[src/rtl/rggen_indirect_register_array.sv]
// Indirect register array: an INDEX word selects which storage entry the DATA window reaches.
// Optional RGGEN_INDIRECT_ARRAY_AUTO_INC_EN advances INDEX after every successful DATA access.
module rggen_indirect_register_array #(
  parameter int                       ADDRESS_WIDTH  = 8,
  parameter logic [ADDRESS_WIDTH-1:0] OFFSET_ADDRESS = '0,
  parameter int                       BUS_WIDTH      = 32,
  parameter int                       VALUE_WIDTH    = 32,
  parameter int                       ENTRIES        = 4,
  parameter int                       INDEX_WIDTH    = 8,
  parameter logic [VALUE_WIDTH-1:0]   INITIAL_VALUE  = '0
)(
  input  logic                           i_clk,
  input  logic                           i_rst,
  input  logic                           i_valid,
  input  logic                           i_write,
  input  logic [ADDRESS_WIDTH-1:0]       i_address,
  input  logic [BUS_WIDTH-1:0]           i_write_data,
  input  logic [BUS_WIDTH/8-1:0]         i_strobe,
  output logic                           o_ready,
  output logic [1:0]                     o_status,
  output logic [BUS_WIDTH-1:0]           o_read_data,
  output logic [INDEX_WIDTH-1:0]         o_index,
  output logic [ENTRIES*VALUE_WIDTH-1:0] o_value,
  input  logic                           i_hw_write,
  input  logic [INDEX_WIDTH-1:0]         i_hw_index,
  input  logic [VALUE_WIDTH-1:0]         i_hw_data
);

  localparam int                       BYTES        = BUS_WIDTH / 8;
  localparam int                       LSB          = $clog2(BYTES);
  localparam logic [ADDRESS_WIDTH-1:0] DATA_ADDRESS = OFFSET_ADDRESS + ADDRESS_WIDTH'(BYTES);
  localparam logic [INDEX_WIDTH:0]     ENTRY_COUNT  = (INDEX_WIDTH + 1)'(ENTRIES);
  localparam logic [1:0]               OKAY         = 2'b00;
  localparam logic [1:0]               SLAVE_ERROR  = 2'b10;

  typedef enum logic {
    IDLE,
    RESP
  } state_t;

  state_t                                state;
  logic                                  ready;
  logic [1:0]                            status;
  logic [BUS_WIDTH-1:0]                  read_data;
  logic [INDEX_WIDTH-1:0]                index;
  logic [ENTRIES-1:0][VALUE_WIDTH-1:0]   entry;

  logic [BUS_WIDTH-1:0]                  bit_mask;
  logic                                  hit_index;
  logic                                  hit_data;
  logic                                  index_ok;
  logic                                  access;
  logic                                  data_write;
  logic [VALUE_WIDTH-1:0]                read_value;
  logic [INDEX_WIDTH-1:0]                index_next;
  logic [ENTRIES-1:0][VALUE_WIDTH-1:0]   entry_next;
  logic [1:0]                            resp_status;
  logic [BUS_WIDTH-1:0]                  resp_data;
  logic                                  unused_bits;

  assign hit_index  = i_address[ADDRESS_WIDTH-1:LSB] == OFFSET_ADDRESS[ADDRESS_WIDTH-1:LSB];
  assign hit_data   = i_address[ADDRESS_WIDTH-1:LSB] == DATA_ADDRESS[ADDRESS_WIDTH-1:LSB];
  assign index_ok   = {1'b0, index} < ENTRY_COUNT;
  assign access     = (state == IDLE) && i_valid;
  assign data_write = access && i_write && hit_data && index_ok;

  always_comb begin
    bit_mask = '0;
    for (int b = 0; b < BYTES; b++) begin
      bit_mask[8*b +: 8] = {8{i_strobe[b]}};
    end
  end

  always_comb begin
    read_value = '0;
    for (int k = 0; k < ENTRIES; k++) begin
      if (index == INDEX_WIDTH'(k)) begin
        read_value = entry[k];
      end
    end
  end

  // Hardware data lands first; strobed bus bytes then override it on a collision.
  always_comb begin
    entry_next = entry;
    for (int k = 0; k < ENTRIES; k++) begin
      if (i_hw_write && (i_hw_index == INDEX_WIDTH'(k))) begin
        entry_next[k] = i_hw_data;
      end
      if (data_write && (index == INDEX_WIDTH'(k))) begin
        entry_next[k] = (entry_next[k] & ~bit_mask[VALUE_WIDTH-1:0])
                      | (i_write_data[VALUE_WIDTH-1:0] & bit_mask[VALUE_WIDTH-1:0]);
      end
    end
  end

  always_comb begin
    index_next = index;
    if (access && i_write && hit_index) begin
      index_next = (index & ~bit_mask[INDEX_WIDTH-1:0])
                 | (i_write_data[INDEX_WIDTH-1:0] & bit_mask[INDEX_WIDTH-1:0]);
    end
`ifdef RGGEN_INDIRECT_ARRAY_AUTO_INC_EN
    else if (access && hit_data && index_ok) begin
      if (({1'b0, index} + (INDEX_WIDTH + 1)'(1)) == ENTRY_COUNT) begin
        index_next = '0;
      end else begin
        index_next = index + INDEX_WIDTH'(1);
      end
    end
`endif
  end

  always_comb begin
    resp_status = SLAVE_ERROR;
    resp_data   = '0;
    if (hit_index) begin
      resp_status = OKAY;
      if (!i_write) begin
        resp_data = BUS_WIDTH'(index);
      end
    end else if (hit_data && index_ok) begin
      resp_status = OKAY;
      if (!i_write) begin
        resp_data = BUS_WIDTH'(read_value);
      end
    end
  end

  always_ff @(posedge i_clk) begin
    if (i_rst) begin
      state     <= IDLE;
      ready     <= 1'b0;
      status    <= OKAY;
      read_data <= '0;
      index     <= '0;
      entry     <= {ENTRIES{INITIAL_VALUE}};
    end else begin
      entry <= entry_next;
      index <= index_next;
      case (state)
        IDLE: begin
          ready <= 1'b0;
          if (i_valid) begin
            ready     <= 1'b1;
            status    <= resp_status;
            read_data <= resp_data;
            state     <= RESP;
          end
        end
        RESP: begin
          ready <= 1'b0;
          state <= IDLE;
        end
        default: begin
          ready <= 1'b0;
          state <= IDLE;
        end
      endcase
    end
  end

  // A reset arriving during the response cycle suppresses the strobe immediately.
  assign o_ready     = ready & ~i_rst;
  assign o_status    = status;
  assign o_read_data = read_data;
  assign o_index     = index;
  assign o_value     = entry;

  assign unused_bits = ^{i_address, i_write_data, i_strobe};

endmodule

[config.mk]
export PLATFORM = sky130hd
export DESIGN_NAME = rggen_indirect_register_array
export DESIGN_NICKNAME = d
export VERILOG_FILES = /design/src/rtl/rggen_indirect_register_array.sv
export SDC_FILE = /design/constraint.sdc
export NUM_CORES = 1
export LEC_CHECK = 0
export CAP_MARGIN = 10
export CORE_UTILIZATION = 45
export DETAILED_ROUTE_END_ITERATION = 6
export GPL_TIMING_DRIVEN = 1
export PLACE_DENSITY = 0.77
export SETUP_SLACK_MARGIN = 0.5
export SLEW_MARGIN = 20
export SYNTH_ARGS = -nofsm -noshare
export SYNTH_HDL_FRONTEND = slang
export SYNTH_SLANG_ARGS = --single-unit
[constraint.sdc]
create_clock -name i_clk -period 2.7 [get_ports i_clk]
set_clock_uncertainty 0.05 [all_clocks]
set_input_delay 0.54 -clock i_clk [delete_from_list [all_inputs] [get_ports i_clk]]
set_output_delay 0.54 -clock i_clk [all_outputs]
set_load 0.02 [all_outputs]
==> Word level (Yosys, flattened, before mapping) <==
Index checks and enable logic that the tools add are counted.
{ "totals": {"regBits": 171, "latchBits": 0, "ram_bits": 0, "mem_bits_ro": 0, "in_bits": 89, "out_inout_bits": 171, "n_memories": 0} }
{ "classes": {"n_addsub": 0, "mul": 0, "div": 0, "order_cmp": 1, "eq_ne": 7, "shifts": 0, "n_mux": 20, "n_bitwise": 17, "reduce_logical": 18} }
{ "op_table": {"columns": ["op", "count"], "rows": [
  ["two-way mux 32 bit", 15],
  ["bitwise AND 32 bit", 5],
  ["OR 32 bit", 4],
  ["== test 8 x 2 -> 1 bit, second input constant", 4],
  ["NOT 32 bit", 1],
  ["bitwise AND 8 bit", 2],
  ["== test 8 x 1 -> 1 bit, second input constant", 2],
  ["zero test 8 bit", 2],
  ["logical AND 1 bit", 14],
  ["less-than comparator 8 x 3 -> 1 bit, second input constant", 1],
  ["two-way mux 8 bit", 1],
  ["NOT 8 bit", 1],
  ["OR 8 bit", 1],
  ["== test 6 x 1 -> 1 bit, second input constant", 1],
  ["zero test 6 bit", 1],
  ["two-way mux 2 bit", 2],
  ["NOT 1 bit", 2],
  ["case mux 1 bit (2 select lines)", 1],
  ["AND reduction 2 bit", 1],
  ["bitwise AND 1 bit", 1],
  ["two-way mux 1 bit", 1]
]} }

==> Depth between registers and ports, before layout <==
{ "logic_depth": {"depth_word": 8, "depth_mapped": 7, "ltp_nobuf": 4} }

==> Worst setup path after synthesis <==
OpenSTA, ideal clock, no wires.
{ "synth_path": {"path_type": "input to register", "from": "input i_address[5]", "to": "register with a tool-made name", "setup_ns": 0.128, "t_arrival_ns": 1.894, "path_slack_ns": 0.628, "cell_stages": 4, "path_buffers": 0, "path_cell_list": "or4_4 nor4_4 mux2i_1 nor2_1"} }
{ "synth_lines": {"columns": ["item", "line", "source"], "rows": [
  ["start: declaration", "16", "input logic [ADDRESS_WIDTH-1:0] i_address,"]
]} }

==> Worst setup path in the final report <==
{ "layout_path": {"from": "input i_hw_index[5]", "to": "register entry (netlist bit o_value[123])"} }
{ "layout_between": {"elab_chain_cells": 6} }
{ "layout_rtl": {"columns": ["item", "line", "source"], "rows": [
  ["start: declaration", "25", "input logic [INDEX_WIDTH-1:0] i_hw_index,"],
  ["== test 8 x 2 -> 1 bit *", "87", "if (i_hw_write && (i_hw_index == INDEX_WIDTH'(k))) begin"],
  ["logical AND 1 bit *", "87", null],
  ["two-way mux 32 bit *", "87", null],
  ["bitwise AND 32 bit", "91", "entry_next[k] = (entry_next[k] & ~bit_mask[VALUE_WIDTH-1:0])"],
  ["OR 32 bit", "92", "| (i_write_data[VALUE_WIDTH-1:0] & bit_mask[VALUE_WIDTH-1:0]);"],
  ["two-way mux 32 bit *", "90", "if (data_write && (index == INDEX_WIDTH'(k))) begin"],
  ["end signal: assignment", "137", "entry <= {ENTRIES{INITIAL_VALUE}};"],
  ["end signal: assignment", "139", "entry <= entry_next;"],
  ["end: declaration", "46", "logic [ENTRIES-1:0][VALUE_WIDTH-1:0] entry;"]
]} }
Every way passes the cells marked *; elsewhere a longest branch is shown, timed or not.
A chain may end at the register's enable or synchronous reset.

==> results_dict.tcl <==
set metrics [dict create \
    numCtsBuffers 17 \
    wl_per_cell_um 21.9 \
    grt-ovfl-total 0 \
    cts_buffer_depth 2 \
    crit_chain "clkdlybuf4s50_1, or4_4, nor3_4, buf_12, mux2i_1, o2bb2ai_1" \
    grt.total_usage 0.304 \
    multi_input_area_um2 4730 \
    syn_inst 842 \
    dr.first_iter.drc_count 791 \
    htreeDepth 4 \
    numClockSinks 170 \
    crit_family "simple AND/OR/NAND/NOR gates" \
    setup-violations-final 0 \
    chipHeight_um 139 \
    antenna_found_initial 0 \
    cts_root_buf "clkbuf_16" \
    status "finished with violations" \
    critPathArrivalTime_ns 2.41 \
    seqCellArea_um2 3410 \
    port_buffers 256 \
    ys_ff_latch 170 \
    synth-edff-count 0 \
    violations "design-rule violations" \
    diodes 0 \
    tightest_slew_ns 0.668 \
    worst-path-max-fanout 18 \
    crit_path_max_incr_delay_ns 0.58 \
    power_density_nw_per_um2 440 \
    hold_violations 0 \
    core_um2 18200 \
    path_depth 6 \
    crit_path_top_delay_cell "or4_4" \
    synth_fp_nets 931 \
    final_cell_mix "clkdlybuf4s50_1, dfxtp_1, mux2i_1" \
    max_slew_margin 0.555 \
    rsz0062_at_grt "yes" \
    ant_nets 0 \
    slew_viol_final 0 \
    vdd_drop_max_mv 0.422 \
    critPathCaptureType "flip-flop" \
    area_growth_pct 44.7 \
    synth_flop_cell "dfxtp_1" \
    vias 8352 \
    drt-total-wl_um 29600 \
    fin_area_um2 12200 \
    yosysUniqueCellTypes 38 \
    holdWs_ns 0.396 \
    std_cell_rows 49 \
    fmax_mhz 464 \
    cts_tree "built" \
    place_hpwl_um 19600 \
    insertion_delay_ns 0.42 \
    grt_pass1_wl_um 45800 \
    fin_crit_sh 0.799 \
    drv_cap 0 \
    start_util 0.464 \
    critPathKind "input port to flip-flop" \
    remaining_drc_errors 22 \
    whs_path_depth 2 \
    first_global_vias 8121 \
    gp_congestion 0.905 \
    cp_num_buf_inv 2 \
    syn_avg_cell_area_um2 10.0 \
    fillers 1455 \
    grt_max_degree 33 \
    power_w 0.00538 \
    p_leak_nw 4.55 \
    async_flop_share 0 \
    ios 260 \
    nNetsFinal 1198 \
    cp_data_required_time_ns 2.95 \
    yosysSeqAreaShare 0.403 \
    clk_pin_slew_ns 0.06 \
    tns_ns 0 \
    drive_above_1_share 0.129 \
    dr.pass1.iters 7 \
    min_period_ns 2.16 \
    avgViaCountPerCell 6.18 \
    r2r_cells 5 \
    hold_class "flip-flop to flip-flop" \
    crit_path_start_kind "input port" \
    syn_area_um2 8450 \
    die_w_um 139 \
    layout_commonest_cell "clkdlybuf4s50_1" \
    place_area_um2 11600 \
    die_area_um2 19300 \
    yosys_warnings 0 \
]
[tightest hold or removal path: stages (launching register included)]
cell	delay [ns]
dfxtp_1	0.31
nand2_1	0.05
o21ai_1	0.05
[per-stage QoR]
| stage | util | cells | setup slack (ns) |
|---|---|---|---|
| after floorplan | - | 842 | 0.628 |
| after global placement | 0.635 | 1313 | 0.102 |
| after detailed placement | 0.635 | 1313 | 0.0865 |
| after CTS | 0.668 | 1346 | 0.493 |
| after global routing | 0.672 | 1351 | 0.484 |
| final | 0.672 | 1351 | 0.543 |
[routing by layer]
layer,GRT usage,routed length (um),part of all wire,vias to the layer above
met5,0,0,0,-
met3,0.0604,2260,0.076,48
met4,0.105,475,0.016,0
li1,-,-,-,3876
met2,0.506,14400,0.49,439
met1,0.393,12400,0.42,3989
[power by group]
part	switching [W]	total (W)	leakage (nW)	internal, W
logic	0.000235	0.000450	2.92	0.000215
clock network	0.00107	0.00240	0.259	0.00133
registers	0.00000851	0.00253	1.37	0.00252
total	0.00132	0.00538	4.55	0.00406
[synth_stat cells, types with 6 or more instances]
| cell type | instances | area share |
|---|---|---|
| a211o_1 | 24 | 0.025 |
| a21oi_1 | 81 | 0.048 |
| buf_1 | 6 | 0.0027 |
| buf_2 | 16 | 0.0095 |
| clkbuf_1 | 51 | 0.023 |
| dfxtp_1 | 170 | 0.40 |
| mux2i_1 | 136 | 0.16 |
| mux4_2 | 8 | 0.021 |
| nand2_1 | 27 | 0.012 |
| nand3_1 | 21 | 0.012 |
| nand4_1 | 15 | 0.011 |
| nor2_1 | 16 | 0.0071 |
| nor2b_1 | 30 | 0.022 |
| o21ai_0 | 9 | 0.0053 |
| o21ai_1 | 24 | 0.014 |
| o221ai_1 | 24 | 0.025 |
| o2bb2ai_1 | 63 | 0.065 |
| o31ai_2 | 8 | 0.012 |
| o41ai_1 | 65 | 0.067 |
| or3_1 | 10 | 0.0074 |
[area by class of cell]
type	instances	area share
Multi-Input combinational cell	589	0.387
Sequential cell	170	0.279
Timing Repair Buffer	329	0.264
Clock buffer	21	0.0376
Tap cell	229	0.0234
Clock inverter	11	0.00900
Inverter	2	0.000614
[path summary, 6_finish.rpt]
kind,from,endpoint,slack (ns)
worst min-delay path,o_read_data[13],o_read_data[13],0.40
worst max-delay path,i_hw_index[5],o_value[123],0.54
worst max register to register,flip-flop,o_read_data[12],0.61
worst min register to register,o_read_data[13],o_read_data[13],0.40
[sequential cells by signal, summed over array words and instances (netlist names), named ones only]
name and cells:
o_value 128, o_status 1, o_read_data 32, ready 1
[cells by family (layout without fill, tap and decap cells)]
| kind of cell | count (synthesis) | in the layout | share of synthesized area |
|---|---|---|---|
| and+or+nand+nor | 144 | 145 | 0.107 |
| buffers and inverters | 84 | 363 | 0.0451 |
| AOI/OAI and AO/OA | 299 | 299 | 0.263 |
| other | 1 | 1 | 0.000444 |
| muxes | 144 | 144 | 0.182 |
| DFF | 170 | 170 | 0.403 |
[what timing repair did]
action | 4_1_cts | 5_1_grt
hold buffers | 0 | 0
pin swaps | 1 | 2
cloned | 1 | 0
setup buffers | 0 | 5
gates resized for setup | 7 | 4
setup endpoints to repair | 76 | 103
Power figures use the tool's default switching activity.
